===== src/rtl/gray_encoder_counter.sv =====
// Binary up/down counter with prescaled stepping, binary load, and registered Gray output on valid/ready.
// Optional Gray adjacency checker on transferred codes: GRAY_ADJ_CHECK_EN.
module gray_encoder_counter #(
    parameter int unsigned WIDTH = 4,
    parameter int unsigned DIV   = 1
) (
    input  logic             clk,
    input  logic             rst,
    input  logic             en,
    input  logic             dir,
    input  logic             load,
    input  logic [WIDTH-1:0] bin_in,
    output logic             load_ack,
    output logic [WIDTH-1:0] gray,
    output logic [WIDTH-1:0] binary,
    output logic             out_valid,
    input  logic             out_ready,
    output logic             wrap,
    output logic             overrun,
    output logic             err
);
    localparam int unsigned PCW = (DIV > 1) ? $clog2(DIV) : 1;
    localparam logic [PCW-1:0] PC_LAST = PCW'(DIV - 1);

    typedef enum logic [1:0] {IDLE, RUN, STALL} state_t;

    state_t           state, state_nx;
    logic [PCW-1:0]   pc, pc_nx;
    logic [WIDTH-1:0] bin_nx, gray_nx, step_val, flip;
    logic             valid_nx, ack_nx, wrap_nx, ovr_nx;
    logic             tick, slot_free, take_step, pending;

    function automatic logic [WIDTH-1:0] to_gray(input logic [WIDTH-1:0] b);
        return b ^ (b >> 1);
    endfunction

    assign tick      = en && (pc == PC_LAST);
    assign slot_free = !out_valid || out_ready;
    assign pending   = (state == STALL);
    assign pc_nx     = tick ? '0 : (en ? pc + PCW'(1) : '0);
    assign step_val  = dir ? binary + WIDTH'(1) : binary - WIDTH'(1);

    always_ff @(posedge clk) begin
        if (rst) state <= IDLE;
        else     state <= state_nx;
    end

    // Next-state and next-output decode; load outranks any step
    always_comb begin
        state_nx  = state;
        bin_nx    = binary;
        gray_nx   = gray;
        valid_nx  = out_valid && !out_ready;
        ack_nx    = 1'b0;
        wrap_nx   = (out_valid && out_ready) ? 1'b0 : wrap;
        ovr_nx    = overrun;
        take_step = 1'b0;

        if (load && slot_free) begin
            bin_nx   = bin_in;
            gray_nx  = to_gray(bin_in);
            valid_nx = 1'b1;
            ack_nx   = 1'b1;
            wrap_nx  = 1'b0;
            state_nx = en ? RUN : IDLE;
        end else begin
            if (load) ovr_nx = 1'b1;
            case (state)
                IDLE, RUN: begin
                    if (!en) begin
                        state_nx = IDLE;
                    end else begin
                        state_nx = RUN;
                        if (tick) begin
                            if (slot_free) take_step = 1'b1;
                            else           state_nx  = STALL;
                        end
                    end
                end
                STALL: begin
                    if (!en) begin
                        state_nx = IDLE;
                    end else begin
                        if (tick && pending) ovr_nx = 1'b1;
                        if (slot_free) begin
                            take_step = 1'b1;
                            state_nx  = RUN;
                        end
                    end
                end
                default: state_nx = IDLE;
            endcase

            if (take_step) begin
                bin_nx   = step_val;
                gray_nx  = to_gray(step_val) ^ flip;
                valid_nx = 1'b1;
                wrap_nx  = dir ? (binary == '1) : (binary == '0);
            end
        end
    end

    always_ff @(posedge clk) begin
        if (rst) begin
            pc        <= '0;
            binary    <= '0;
            gray      <= '0;
            out_valid <= 1'b0;
            load_ack  <= 1'b0;
            wrap      <= 1'b0;
            overrun   <= 1'b0;
        end else begin
            pc        <= pc_nx;
            binary    <= bin_nx;
            gray      <= gray_nx;
            out_valid <= valid_nx;
            load_ack  <= ack_nx;
            wrap      <= wrap_nx;
            overrun   <= ovr_nx;
        end
    end

`ifdef GRAY_ADJ_CHECK_EN
    logic [WIDTH-1:0] prev_gray;
    logic             prev_ok, loaded, err_q;

    // Fault-injection hook on stepped codes; tied off in the design
    assign flip = '0;

    // Stepped codes must differ from the last transferred code in exactly one bit
    always_ff @(posedge clk) begin
        if (rst) begin
            prev_gray <= '0;
            prev_ok   <= 1'b0;
            loaded    <= 1'b0;
            err_q     <= 1'b0;
        end else begin
            if (out_valid && out_ready) begin
                if (prev_ok && !loaded && ($countones(gray ^ prev_gray) != 1)) err_q <= 1'b1;
                prev_gray <= gray;
                prev_ok   <= 1'b1;
            end
            if (ack_nx)         loaded <= 1'b1;
            else if (take_step) loaded <= 1'b0;
        end
    end

    assign err = err_q;
`else
    assign flip = '0;
    assign err  = 1'b0;
`endif
endmodule


===== config.mk =====
export PLATFORM = sky130hd
export DESIGN_NAME = gray_encoder_counter
export DESIGN_NICKNAME = d
export VERILOG_FILES = /design/src/rtl/gray_encoder_counter.sv
export SDC_FILE = /design/constraint.sdc
export NUM_CORES = 1
export LEC_CHECK = 0
export CAP_MARGIN = 10
export CORE_UTILIZATION = 49
export DETAILED_ROUTE_END_ITERATION = 8
export MAX_ROUTING_LAYER = met4
export PLACE_DENSITY = 0.82
export RECOVER_POWER = 50
export SLEW_MARGIN = 20
export SYNTH_ARGS = -nofsm -noshare
export SYNTH_HDL_FRONTEND = slang
export SYNTH_SLANG_ARGS = --single-unit

===== constraint.sdc =====
create_clock -name clk -period 3.3 [get_ports clk]
set_input_delay 0.495 -clock clk [delete_from_list [all_inputs] [get_ports clk]]
set_output_delay 0.495 -clock clk [all_outputs]
set_load 0.05 [all_outputs]

## Word level (Yosys, flattened, before mapping)

Cells that the tools add are included.

| storage, ports and cells | value |
|---|---|
| register bits | 15 |
| word-level logic and storage cells | 63 |

| operators by class | value |
|---|---|
| add/subtract/negate cells | 3 |
| equality and inequality tests | 4 |
| muxes and demuxes | 29 |
| bitwise operators | 4 |
| reduce and logical (&&, ||, !) cells | 15 |

Operators by type and width:

| cell | count |
|---|---|
| 2-to-1 mux 4 bit | 5 |
| 2-to-1 mux 1 bit | 16 |
| 2-to-1 mux 2 bit | 6 |
| bitwise XOR 4 x 3 -> 4 bit | 2 |
| logical AND 1 bit | 5 |
| adder 4 x 1 -> 4 bit, second input constant | 1 |
| equality test 4 bit, second input constant | 1 |
| zero test 4 bit | 1 |
| != test 4 x 3 -> 1 bit, second input constant | 1 |
| one-hot mux 2 bit (2 select lines) | 1 |
| nonzero test 2 bit | 2 |
| OR reduction 2 bit | 2 |
| subtractor 4 x 1 -> 4 bit, second input constant | 1 |
| OR reduction 3 bit | 1 |
| equality test 2 x 1 -> 1 bit, second input constant | 1 |
| equality test 2 bit, second input constant | 1 |
| zero test 1 bit | 2 |
| zero test 2 bit | 1 |
| inverter 1 bit | 2 |
| one-hot mux 1 bit (2 select lines) | 1 |
| adder 1 bit, second input constant | 1 |
| logical OR 1 bit | 1 |

## Logic depth before layout (Yosys ltp)

| logic depth | value |
|---|---|
| depth after elaboration | 9 |
| mapped depth | 6 |

## Least setup slack after synthesis

Ideal clock, no wire load.

| timing | value |
|---|---|
| path type | reg2reg |
| start | register binary[0] |
| end | register gray[1] |
| arrival | 1970 ps |
| required time | 3209 ps |
| slack | 1239 ps |
| stages on the path, launching flop included | 7 |
| buffers on the path | 0 |
| clock period less this slack | 2061 ps |
| cells stage by stage | dfxtp_1 inv_1 fa_1 xnor2_1 xnor2_1 nand2_1 a311oi_1 |

| between the ends | value |
|---|---|
| cells in the longest elaborated chain, start to end | 5 |
| elaborated cells between the ends (all ways) | 6 |

Ends and longest elaborated chain:

| what | RTL line | RTL |
|---|---|---|
| start: declaration | 15 | `output logic [WIDTH-1:0] binary,` |
| start signal: assignment | 114 | `binary <= bin_nx;` |
| subtractor 4 x 1 -> 4 bit or adder 4 x 1 -> 4 bit (tied branches) | 41 | `assign step_val = dir ? binary + WIDTH'(1) : binary - WIDTH'(1);` |
| 2-to-1 mux 4 bit * | 41 |  |
| bitwise XOR 4 x 3 -> 4 bit * | 34 | `return b ^ (b >> 1);` |
| 2-to-1 mux 4 bit * | 94 | `if (take_step) begin` |
| 2-to-1 mux 4 bit * | 59 | `if (load && slot_free) begin` |
| end signal: assignment | 115 | `gray <= gray_nx;` |
| end: declaration | 14 | `output logic [WIDTH-1:0] gray,` |

Mark *: on every way between the ends. The rest lies on a longest branch, timed or not. The select of a mux whose other input is x is not followed.
A chain may end at the register's enable or synchronous reset.

## Worst setup path after layout

| timing | value |
|---|---|
| start | input port dir |
| end | register gray[1] |

| between the ends | value |
|---|---|
| cells in the longest elaborated chain, start to end | 4 |

Ends and longest elaborated chain:

| what | RTL line | RTL |
|---|---|---|
| start: declaration | 10 | `input logic dir,` |
| 2-to-1 mux 4 bit | 41 |  |
| bitwise XOR 4 x 3 -> 4 bit | 34 |  |
| 2-to-1 mux 4 bit | 94 |  |
| 2-to-1 mux 4 bit | 59 |  |

No other way between the ends. The select of a mux whose other input is x is not followed.

==> summary.txt <==
DIE AREA: 1850 um^2
Max Transition Viols Final: 0
CP Launch Type: input pin
Yosys cell types: 37
Power per Cell Area: 467 nW/um^2
final setup TNS: 0 ns
Worst-Skew Late Latency: 0.29 ns
Final nets: 130
Crit path arrival time: 2.47 ns
required time of the critical path: 3.49 ns
largest net degree at the start of global routing: 14
Post-DP Area: 1020 um^2
GR Util met1: 31.7%
Synth async-reset ratio: 0%
num ports: 23
row count: 14
root buffer cell: clkbuf_4
final setup margin: 1.02 ns
Worst setup EP type: flop
post-DR vias/cell: 5.77
GRT overflow: 0
# clock sinks: 14
Worst Setup Slack post-DPL: 0.778 ns
Wirelength per Cell: 14.1 um
register area share after synthesis: 34.0%
Relative slew margins: 64.1%
Initial Utilization: 53.4%
vias in the first global route: 728
antenna violations before repair: 0
f_max: 439 MHz
fin crit period: 2.28 ns
layout cell share with drive strength beyond 1: 7.76%
TritonCTS clock tree: done
Fin. Hold Viols: 0
drt pass-1 iters: 4
M3 GR Usage: 6.38%
CTS Hold Bufs: 0
GPL Wtd Cong: 0.783
family with the most delay on the worst path: buffers and inverters
drt total wl: 1860 um
most frequent cell on the critical path: xnor2_1
number of synthesized flops with an enable pin: 0
# resized after CTS: 0
core area: 1540 um^2
critical path class: in2reg
Clock Pin Slew Worst Setup and Hold Paths: 0.08 ns
post-DP HPWL: 1340 um
status: finished clean
worst hold path class: reg2reg
Synth Instances: 96
Clock Tree Buf Depth: 2
Synth Area per Inst: 8.58 um^2
Final ANT Viol Nets: 0
worst slew pin tran: 0.537 ns
GR Util met2: 34.8%
Vias: 761
first-pass GRT wire length: 3270 um
post-layout util: 68.3%
Die Span Y: 43.0 um
total of max-cap violations: 0
Synth Flop Type: dfxtp_1
setup bufs post-CTS: 0
register bit total from synthesis: 14
n_diodes: 0
total track usage: 24.4%
RSZ-0062 raised after global routing: no
CTS H-tree depth: 1
GRT busiest layer: met2
CP bufs+invs: 2
PortBufs: 21
Crit-path slowest cell: clkdlybuf4s50_1
Synth Cell Area: 823 um^2
Final Cell Area: 1050 um^2
P&R area growth vs syn: 27.8%
crit-path max cell delay: 0.57 ns
DRC Markers: 0
leakage: 0.000419 uW
DRT iter0 DRCs: 10
synth warn: 0
final clock skew: 0.0108 ns
worst-path fanout max: 4
# setup viols final: 0
die width: 43.0 um
Max VDD drop: 0.297 mV
period utilization: 69.1%
TritonCTS buffer count: 3
# fillers: 133
crit-path cells: clkdlybuf4s50_1 -> inv_1 -> ha_1 -> xnor2_1 -> xnor2_1 -> nand2_1 -> a311oi_1
state kept, by name (all words and copies together) (netlist names):
register,flops
pc,1
wrap,1
state,2
binary,3
load_ack,1
gray,4
out_valid,1
overrun,1
logic make-up after synthesis:
group                      count (synthesis)  share of synthesized area (%)
DFF                                       14                           34.0
AOI/OAI and AO/OA                         21                           19.5
muxes                                      1                           1.67
other                                      1                          0.455
xor gates and xnor gates                   8                           8.51
adders and majority gates                  3                           5.47
buffers and inverters                     10                           6.23
and+or+nand+nor                           38                           24.2
through the flow:
step                      hold WS [ns]  std cells  total power [uW]
after floorplan                  0.574         97               318
after global placement           0.455        128               366
after detailed placement         0.476        128               368
after CTS                        0.498        132               498
after global routing             0.517        132               518
final                            0.487        132               492
Yosys cell counts (2+ instances only):
cell	number	area share (%)
dfxtp_1	14	34
nor2_1	12	5.5
nand2_1	9	4.1
a21oi_1	7	4.3
inv_1	4	1.8
xnor2_1	4	4.3
xor2_1	4	4.3
a211oi_2	3	4.6
a311oi_1	3	3.2
buf_4	3	2.7
and3_1	2	1.5
ha_1	2	3.0
nand3_1	2	1.2
nand4_1	2	1.5
nor2b_1	2	1.5
o211ai_1	2	1.8
worst reg2reg max path, stage by stage, from the launching register on:
cell,delay (ns)
dfxtp_1,0.46
inv_1,0.10
fa_1,0.41
xnor2_1,0.38
xnor2_1,0.17
nand2_1,0.08
a311oi_1,0.28
area by class of cell:
class                           count  area (um^2)  area share (%)
Multi-Input combinational cell     73          490            46.6
Tap cell                           16         20.0            1.90
Inverter                            4         15.0            1.43
Clock buffer                        4         36.3            3.45
Sequential cell                    14          280            26.6
Timing Repair Buffer               21          210            20.0
placed cells by master (no fill, tap or decap), drive strengths merged:
cell type,instances
a311oi,3
or2,1
mux2i,1
o211ai,2
or4bb,1
o211a,1
dlygate4sd3,7
inv,4
conb,2
xnor2,4
and4b,1
or3,1
fa,1
a211oi,4
nand2b,1
nand4,2
a221oi,1
nor2,12
o221ai,1
nand3,3
and3b,1
clkdlybuf4s50,14
and3,2
nor2b,2
dfxtp,14
o22ai,1
and2,1
o21ai,1
clkbuf,4
ha,2
or4,1
a21oi,7
nand2,9
xor2,4
path summary, 6_finish.rpt:
check / from / end / slack, ns / cells past startpoint
max: dir / gray[1] / 1.02 / 7
min: gray[0] / gray[0] / 0.49 / 2
max reg2reg: binary[0] / gray[1] / 1.32 / 6
min reg2reg: gray[0] / gray[0] / 0.49 / 2
routing by layer:
layer,vias up,wire [um]
met5,-,0
met4,0,40
met3,7,97
met2,22,847
met1,354,871
li1,378,-
power breakdown:
group          total [uW]  internal, uW  switching, uW
Clock                 128          67.2           60.7
Combinational         169          64.8            105
Sequential            194           182           12.5
No activity file was read; power rests on OpenSTA's default activity.
